$ cat config.mk
export PLATFORM = sky130hd
export DESIGN_NAME = aes_axis_block_packer
export DESIGN_NICKNAME = d
export VERILOG_FILES = /design/src/rtl/aes_axis_block_packer.sv
export SDC_FILE = /design/constraint.sdc
export NUM_CORES = 1
export LEC_CHECK = 0
export CAP_MARGIN = 20
export CORE_MARGIN = 2
export CORE_UTILIZATION = 50
export DETAILED_ROUTE_END_ITERATION = 6
export PLACE_DENSITY_LB_ADDON = 0.12
export SLEW_MARGIN = 10
export SYNTH_ARGS = -nofsm -noshare
export SYNTH_HDL_FRONTEND = slang
export SYNTH_SLANG_ARGS = --single-unit
$ cat constraint.sdc
create_clock -name clk -period 3.6 [get_ports clk]
set_clock_uncertainty 0.15 [all_clocks]
set_input_delay 0.72 -clock clk [delete_from_list [all_inputs] [get_ports clk]]
set_output_delay 0.72 -clock clk [all_outputs]
set_load 0.02 [all_outputs]
$ cat src/rtl/aes_axis_block_packer.sv
// Packs a 32-bit AXI-Stream into 128-bit blocks for the AES-128 CTR core (assembly + output double buffer).
// Optional sticky tkeep checker enabled with `define AES_PACKER_KEEPCHK_EN (adds output keep_err).
module aes_axis_block_packer #(
  parameter int CNT_W = 32
) (
  input  logic             clk,
  input  logic             rst_n,
  input  logic             flush,
  input  logic             s_tvalid,
  output logic             s_tready,
  input  logic [31:0]      s_tdata,
  input  logic [3:0]       s_tkeep,
  input  logic             s_tlast,
  output logic             out_valid,
  input  logic             out_ready,
  output logic [127:0]     out_data,
  output logic [15:0]      out_keep,
  output logic             out_last,
  output logic [CNT_W-1:0] blocks_out,
  output logic [CNT_W-1:0] packets_out,
`ifdef AES_PACKER_KEEPCHK_EN
  output logic             keep_err,
`endif
  output logic             busy
);

  typedef enum logic {FILL, HOLD} state_e;

  localparam logic [CNT_W-1:0] CNT_ONE = 1;

  state_e           state_q, state_d;
  logic             alive_q;
  logic [127:0]     asm_data_q, asm_data_d;
  logic [15:0]      asm_keep_q, asm_keep_d;
  logic             asm_last_q, asm_last_d;
  logic [2:0]       wcnt_q, wcnt_d;
  logic             ov_q, ov_d;
  logic [127:0]     od_q, od_d;
  logic [15:0]      ok_q, ok_d;
  logic             ol_q, ol_d;
  logic [CNT_W-1:0] blocks_q, blocks_d;
  logic [CNT_W-1:0] packets_q, packets_d;

  logic             accept, beat_null, has_word, slot_free, handshake, complete;
  logic [127:0]     merged_data;
  logic [15:0]      merged_keep;
  logic [2:0]       merged_cnt;

  assign s_tready = alive_q && (state_q == FILL) && !flush;

  always_comb begin
    state_d    = state_q;
    asm_data_d = asm_data_q;
    asm_keep_d = asm_keep_q;
    asm_last_d = asm_last_q;
    wcnt_d     = wcnt_q;
    ov_d       = ov_q;
    od_d       = od_q;
    ok_d       = ok_q;
    ol_d       = ol_q;
    blocks_d   = blocks_q;
    packets_d  = packets_q;

    accept    = s_tvalid && s_tready;
    beat_null = (s_tkeep == 4'h0) && !s_tlast;
    has_word  = (s_tkeep != 4'h0);
    slot_free = !ov_q || out_ready;
    handshake = ov_q && out_ready;

    // A keep=0 beat carrying tlast only closes the block; it never occupies a lane.
    merged_data = asm_data_q;
    merged_keep = asm_keep_q;
    if (has_word) begin
      merged_data[{wcnt_q[1:0], 5'b00000} +: 32] = s_tdata;
      merged_keep[{wcnt_q[1:0], 2'b00} +: 4]     = s_tkeep;
    end
    merged_cnt = wcnt_q + {2'b00, has_word};
    complete   = (merged_cnt == 3'd4) || s_tlast;

    if (handshake) begin
      ov_d     = 1'b0;
      blocks_d = blocks_q + CNT_ONE;
      if (ol_q) packets_d = packets_q + CNT_ONE;
    end

    case (state_q)
      FILL: begin
        if (accept && !beat_null) begin
          if (complete && slot_free) begin
            ov_d       = 1'b1;
            od_d       = merged_data;
            ok_d       = merged_keep;
            ol_d       = s_tlast;
            asm_data_d = '0;
            asm_keep_d = '0;
            asm_last_d = 1'b0;
            wcnt_d     = 3'd0;
          end else begin
            asm_data_d = merged_data;
            asm_keep_d = merged_keep;
            wcnt_d     = merged_cnt;
            if (complete) begin
              asm_last_d = s_tlast;
              state_d    = HOLD;
            end
          end
        end
      end
      HOLD: begin
        if (slot_free) begin
          ov_d       = 1'b1;
          od_d       = asm_data_q;
          ok_d       = asm_keep_q;
          ol_d       = asm_last_q;
          asm_data_d = '0;
          asm_keep_d = '0;
          asm_last_d = 1'b0;
          wcnt_d     = 3'd0;
          state_d    = FILL;
        end
      end
      default: state_d = FILL;
    endcase

    if (flush) begin
      state_d    = FILL;
      asm_data_d = '0;
      asm_keep_d = '0;
      asm_last_d = 1'b0;
      wcnt_d     = 3'd0;
      ov_d       = 1'b0;
      od_d       = '0;
      ok_d       = '0;
      ol_d       = 1'b0;
      blocks_d   = '0;
      packets_d  = '0;
    end
  end

  always_ff @(posedge clk or negedge rst_n) begin
    if (!rst_n) begin
      state_q    <= FILL;
      alive_q    <= 1'b0;
      asm_data_q <= '0;
      asm_keep_q <= '0;
      asm_last_q <= 1'b0;
      wcnt_q     <= 3'd0;
      ov_q       <= 1'b0;
      od_q       <= '0;
      ok_q       <= '0;
      ol_q       <= 1'b0;
      blocks_q   <= '0;
      packets_q  <= '0;
    end else begin
      state_q    <= state_d;
      alive_q    <= 1'b1;
      asm_data_q <= asm_data_d;
      asm_keep_q <= asm_keep_d;
      asm_last_q <= asm_last_d;
      wcnt_q     <= wcnt_d;
      ov_q       <= ov_d;
      od_q       <= od_d;
      ok_q       <= ok_d;
      ol_q       <= ol_d;
      blocks_q   <= blocks_d;
      packets_q  <= packets_d;
    end
  end

  assign out_valid   = ov_q;
  assign out_data    = od_q;
  assign out_keep    = ok_q;
  assign out_last    = ol_q;
  assign blocks_out  = blocks_q;
  assign packets_out = packets_q;
  assign busy        = (wcnt_q != 3'd0) || (state_q == HOLD) || ov_q;

`ifdef AES_PACKER_KEEPCHK_EN
  logic kerr_q, kerr_d;
  logic keep_contig;

  // Legal keeps fill from byte 0 upward; anything short of a full word must end the packet.
  always_comb begin
    keep_contig = (s_tkeep == 4'h0) || (s_tkeep == 4'h1) || (s_tkeep == 4'h3) ||
                  (s_tkeep == 4'h7) || (s_tkeep == 4'hF);
    kerr_d = kerr_q;
    if (accept && (!keep_contig || ((s_tkeep != 4'hF) && !s_tlast))) kerr_d = 1'b1;
    if (flush) kerr_d = 1'b0;
  end

  always_ff @(posedge clk or negedge rst_n) begin
    if (!rst_n) kerr_q <= 1'b0;
    else        kerr_q <= kerr_d;
  end

  assign keep_err = kerr_q;
`endif

endmodule

Word-level counts from Yosys, hierarchy flattened
Index checks and enable logic that the tools add are counted.

storage, ports and cells
  register bits after elaboration = 360
  bits of input ports = 42
  output and inout bits = 212
  logic and storage cells = 108

operators by class
  $add $sub $neg = 5
  equality and inequality tests = 5
  shift operators = 4
  muxes and demuxes = 57
  bitwise gates (word level) = 1
  reductions and logical operators = 24

operators with widths
  kind                                                                       count
  128-bit 2-to-1 mux                                                         9
  128-bit case mux with 2 select lines                                       2
  32-bit 2-to-1 mux                                                          5
  16-bit 2-to-1 mux                                                          9
  128-bit bitwise mux                                                        1
  32-bit by 9-bit variable shift with 128-bit output (first input constant)  1
  32-bit by 9-bit indexed part select with 128-bit output                    1
  32-bit by 1-bit adder with 32-bit output (second input constant)           2
  16-bit case mux with 2 select lines                                        2
  1-bit 2-to-1 mux                                                           19
  16-bit bitwise mux                                                         1
  4-bit by 6-bit variable shift with 16-bit output (first input constant)    1
  4-bit by 6-bit indexed part select with 16-bit output                      1
  3-bit 2-to-1 mux                                                           4
  3-bit by 2-bit != test with 1-bit output (second input constant)           3
  7-bit negation with 9-bit output                                           1
  1-bit case mux with 2 select lines                                         4
  1-bit logical AND                                                          7
  4-bit negation with 6-bit output                                           1
  3-bit case mux with 2 select lines                                         1
  3-bit AND reduction                                                        2
  1-bit zero test                                                            4
  4-bit zero test                                                            1
  1-bit logical OR                                                           4
  other kinds (8)                                                            10

Longest topological paths before layout
  word-level depth = 9
  gate-level depth with buffers = 11
  gate-level depth less buffers = 8

Worst setup path after synthesis
No wires, ideal clock.

  kind = input to register
  start = input port s_tkeep[0]
  end = register asm_data_q[0]
  library setup time = 0.130 ns
  data arrival time = 3.166 ns
  required time = 3.320 ns
  setup slack = 0.154 ns
  stages on the path = 10
  path buffers = 2
  path through = nor4_4 > inv_2 > ha_1 > ha_1 > nor2_1 > nand3_1 > clkbuf_1 > a211oi_1 > clkbuf_1 > o2bb2ai_1

between the ends
  cells in the longest elaborated chain, start to end = 9

RTL lines
  element                                 RTL line  text
  start: declaration                      12        input logic [3:0] s_tkeep,
  4-bit nonzero test                      66        has_word = (s_tkeep != 4'h0);
  3-bit by 1-bit adder with 3-bit output  77        merged_cnt = wcnt_q + {2'b00, has_word};
  3-bit equality test                     78        complete = (merged_cnt == 3'd4) || s_tlast;
  1-bit logical OR                        78
  1-bit logical AND                       89        if (complete && slot_free) begin
  128-bit 2-to-1 mux                      89
  128-bit 2-to-1 mux                      88        if (accept && !beat_null) begin
  128-bit case mux with 2 select lines    86        case (state_q)
  128-bit 2-to-1 mux                      125       if (flush) begin
  end signal: assignment                  157       asm_data_q <= asm_data_d;
  end: declaration                        33        logic [127:0] asm_data_q, asm_data_d;

Parallel ways exist; a longest one is shown, timed or not. The select of a mux whose other input is x is not followed.
A chain may end at the register's enable or synchronous reset.

Worst setup path in the final report
  start = input port s_tkeep[0]
  end = register od_q[14], in the netlist out_data[14]

between the ends
  cells in the longest elaborated chain, start to end = 7

RTL lines
  element                                                    RTL line  text
  4-bit nonzero test                                         66
  3-bit by 1-bit adder with 3-bit output                     77
  3-bit equality test                                        78
  1-bit logical OR                                           78
  1-bit logical AND                                          89
  3-bit by 2-bit != test with 1-bit output (no source line)  --
  3-bit AND reduction (no source line)                       --
  end signal: assignment                                     149       od_q <= '0;
  end signal: assignment                                     162       od_q <= od_d;
  end: declaration                                           38        logic [127:0] od_q, od_d;

Parallel ways exist; a longest one is shown, timed or not. The select of a mux whose other input is x is not followed.

==> results_dict.tcl <==
set metrics [dict create \
    final_common_cell "dfrtp_1" \
    grt_use_total_pct 28.1 \
    io_pins 254 \
    netlist_area_um2 18200 \
    cts_tree "built" \
    antenna_left 0 \
    critPathCapture "out_data[14]" \
    ctsHoldBuffers 0 \
    synth_edf_count 0 \
    dp.cells 2369 \
    grt_pass1_vias 14700 \
    startpoint_type "input pin" \
    min_period_over_period_pct 93.7 \
    drt_iter0_markers 1177 \
    drt-met1-wl_um 23600 \
    wl_per_cell_um 21.9 \
    finalPower_mw 9.69 \
    die_w_um 195 \
    antenna_found_initial 1 \
    totalWireLength_um 53400 \
    cts_buffer_depth 3 \
    r2r_slack_ns 0.82 \
    drive_gt1_share_pct 13.3 \
    syn_nets 1777 \
    maxSlewHeadroom_pct 38.7 \
    placed_cell_area_um2 21600 \
    cts_resized 0 \
    wl_met2_um 25000 \
    grt_pass1_wl_um 84600 \
    cp.arrival_ns 3.65 \
    layout_min_cycle_time_ns 3.37 \
    grt_overflow 0 \
    drc 0 \
    die_area_um2 37800 \
    violations "negative hold slack" \
    synth_warnings 0 \
    cts_made_buffers 41 \
    num_rows 69 \
    die_h_um 195 \
    maxCapViolations 0 \
    critPathKind "input pin to flip-flop" \
    tightest_slew_ns 0.920 \
    clock_latency_ns 0.54 \
    fmax_mhz 296 \
    core_um2 35700 \
    required_ns 3.87 \
    rsz0062_at_grt "false" \
    dp_hpwl_um 34300 \
    synthArstFlopShare_pct 100 \
    vias 14800 \
    io_buffers 253 \
    cts_sinks 360 \
    synth_flop_cell "dfrtp_1" \
    start_util_pct 50.9 \
    yosys.cell_types.count 52 \
    gp_congestion 0.877 \
    r2r-end "out_data[14]" \
    cts-root-buf "clkbuf_16" \
    setup_slack_ns 0.225 \
    syn2layout_area_growth_pct 26.4 \
    dp_slack_ns -0.326 \
    hold_path_class "input pin to asynchronous set/reset pin" \
    crit_start "s_tkeep[0]" \
    dr.max_layer_used "met4" \
    hold_viol 3 \
    clkTransAtPathRegs_ns 0.06 \
    reg2regPathDepth 8 \
    p_per_area_nw_per_um2 422 \
    ys_seq_elements 360 \
    critPathCaptureType "flip-flop" \
    cts_max_level 2 \
    finalNonFillerCells 2440 \
    timing.rr.start "wcnt_q[0]" \
    setup_violations 0 \
    post_cts.repair.setup_buffers 0 \
    final_area_um2 22900 \
    status "complete, but fails checks" \
    grt_max_degree 78 \
    p_leak_nw 10.2 \
    nNetsFinal 2002 \
    irDropWorstVdd_v 0.000403 \
    ys_seq_area_share_pct 49.6 \
    via_per_inst 6.07 \
    mostFrequentLayoutCells "360 x dfrtp_1, 318 x nand2_1, 250 x clkdlybuf4s50_1" \
    dr.pass1.iters 5 \
    whs_ns -0.0110 \
    syn_area_per_cell_um2 10.5 \
    crit_path_max_fanout 35 \
    finalMaxSlewViolations 0 \
    wl_met3_um 3730 \
    netlist_instances 1726 \
]
[critical path, cell delays in order]
cell and delay [ns]:
clkdlybuf4s50_1 0.46, nor4_4 0.42, inv_2 0.08, ha_1 0.20, ha_1 0.29, nor2_1 0.16
nand3_1 0.16, a211oi_4 0.35, buf_4 0.19, buf_12 0.21, mux2_2 0.37
[stage by stage]
step	hold slack [ns]	util, %	TNS [ns]
2_1_floorplan	0.274	-	0
3_3_place_gp	0.320	60.5	-39.71
3_5_place_dp	0.328	60.5	-59.77
4_1_cts	0.0373	64.3	0
5_1_grt	0.0441	64.3	0
6_report	-0.0110	64.3	0
[cell usage after synthesis, types with 2 or more instances]
cell type | count | share of area [%]
buf_2 | 40 | 1.1
o311ai_0 | 2 | 0.097
mux2i_1 | 148 | 8.2
and4_1 | 8 | 0.39
o211ai_1 | 2 | 0.083
nand3_1 | 25 | 0.69
a211oi_1 | 5 | 0.21
or4_1 | 33 | 1.4
nor3b_1 | 4 | 0.17
o31ai_1 | 25 | 1.0
a21oi_1 | 37 | 1.0
o31a_1 | 2 | 0.097
nor2_1 | 28 | 0.58
nor4_1 | 9 | 0.31
xor2_1 | 8 | 0.39
or3_1 | 17 | 0.59
nor4b_1 | 3 | 0.14
mux2_1 | 55 | 3.4
nand4_1 | 15 | 0.52
ha_1 | 9 | 0.62
and3b_1 | 2 | 0.097
o21ai_0 | 119 | 3.3
nand2_1 | 318 | 6.6
buf_1 | 12 | 0.25
mux2_2 | 94 | 5.8
inv_2 | 2 | 0.041
nor2b_1 | 41 | 1.4
o2bb2ai_1 | 108 | 5.2
o41ai_1 | 2 | 0.097
clkbuf_1 | 88 | 1.8
inv_1 | 16 | 0.33
buf_6 | 6 | 0.37
nor3_1 | 3 | 0.083
xnor2_1 | 11 | 0.53
a31oi_1 | 3 | 0.10
dfrtp_1 | 360 | 50
and4b_1 | 5 | 0.28
and3_1 | 10 | 0.34
a32o_1 | 36 | 2.0
or2_2 | 3 | 0.10
[worst min path at each step]
stage,end,slack [ns],depth (start not counted)
2_1_floorplan,alive_q,0.27,0
3_3_place_gp,out_data[99],0.32,1
3_5_place_dp,out_data[81],0.33,1
4_1_cts,packets_out[23],0.04,1
5_1_grt,packets_out[24],0.04,1
6_report,packets_out[23],-0.01,1
[power by group]
part | total [mW] | switching, mW | leakage, nW | internal (mW)
Combinational | 1.27 | 0.797 | 4.49 | 0.476
Sequential | 4.18 | 0.0543 | 5.01 | 4.13
Clock | 4.23 | 1.67 | 0.683 | 2.56
Total | 9.69 | 2.52 | 10.2 | 7.16
[metal layers]
metal	vias up	GRT usage, %
met2	537	45.2
met3	85	4.86
met5	-	0
li1	6702	-
met1	7487	39.4
met4	0	7.81
[cell type report]
class,instances,area [um2]
Fill cell,2834,12700
Sequential cell,360,9010
Tap cell,461,577
Multi-Input combinational cell,1202,8530
Antenna cell,1,2.50
Clock buffer,60,1260
Timing Repair Buffer,328,3390
Inverter,18,70.1
Clock inverter,10,108
[registers in the layout, summed over array words and instances (netlist names), 3 cells and up]
register,flops
asm_data_q,128
asm_keep_q,16
blocks_out,32
out_data,128
out_keep,16
packets_out,32
wcnt_q,3
[cells by family (layout without fill, tap and decap cells)]
family,after synthesis,after routing,share of synthesized area [%]
AND/OR/NAND/NOR,528,528,13.9
flip-flops,360,360,49.6
AO/OA/AOI/OAI,348,348,13.6
multiplexers,297,297,17.4
buffers and inverters,164,416,3.92
XOR/XNOR,19,19,0.917
adder cells (fa/ha/maj),9,9,0.620
other,1,2,0.0207
No activity file was read; power rests on OpenSTA's default activity.
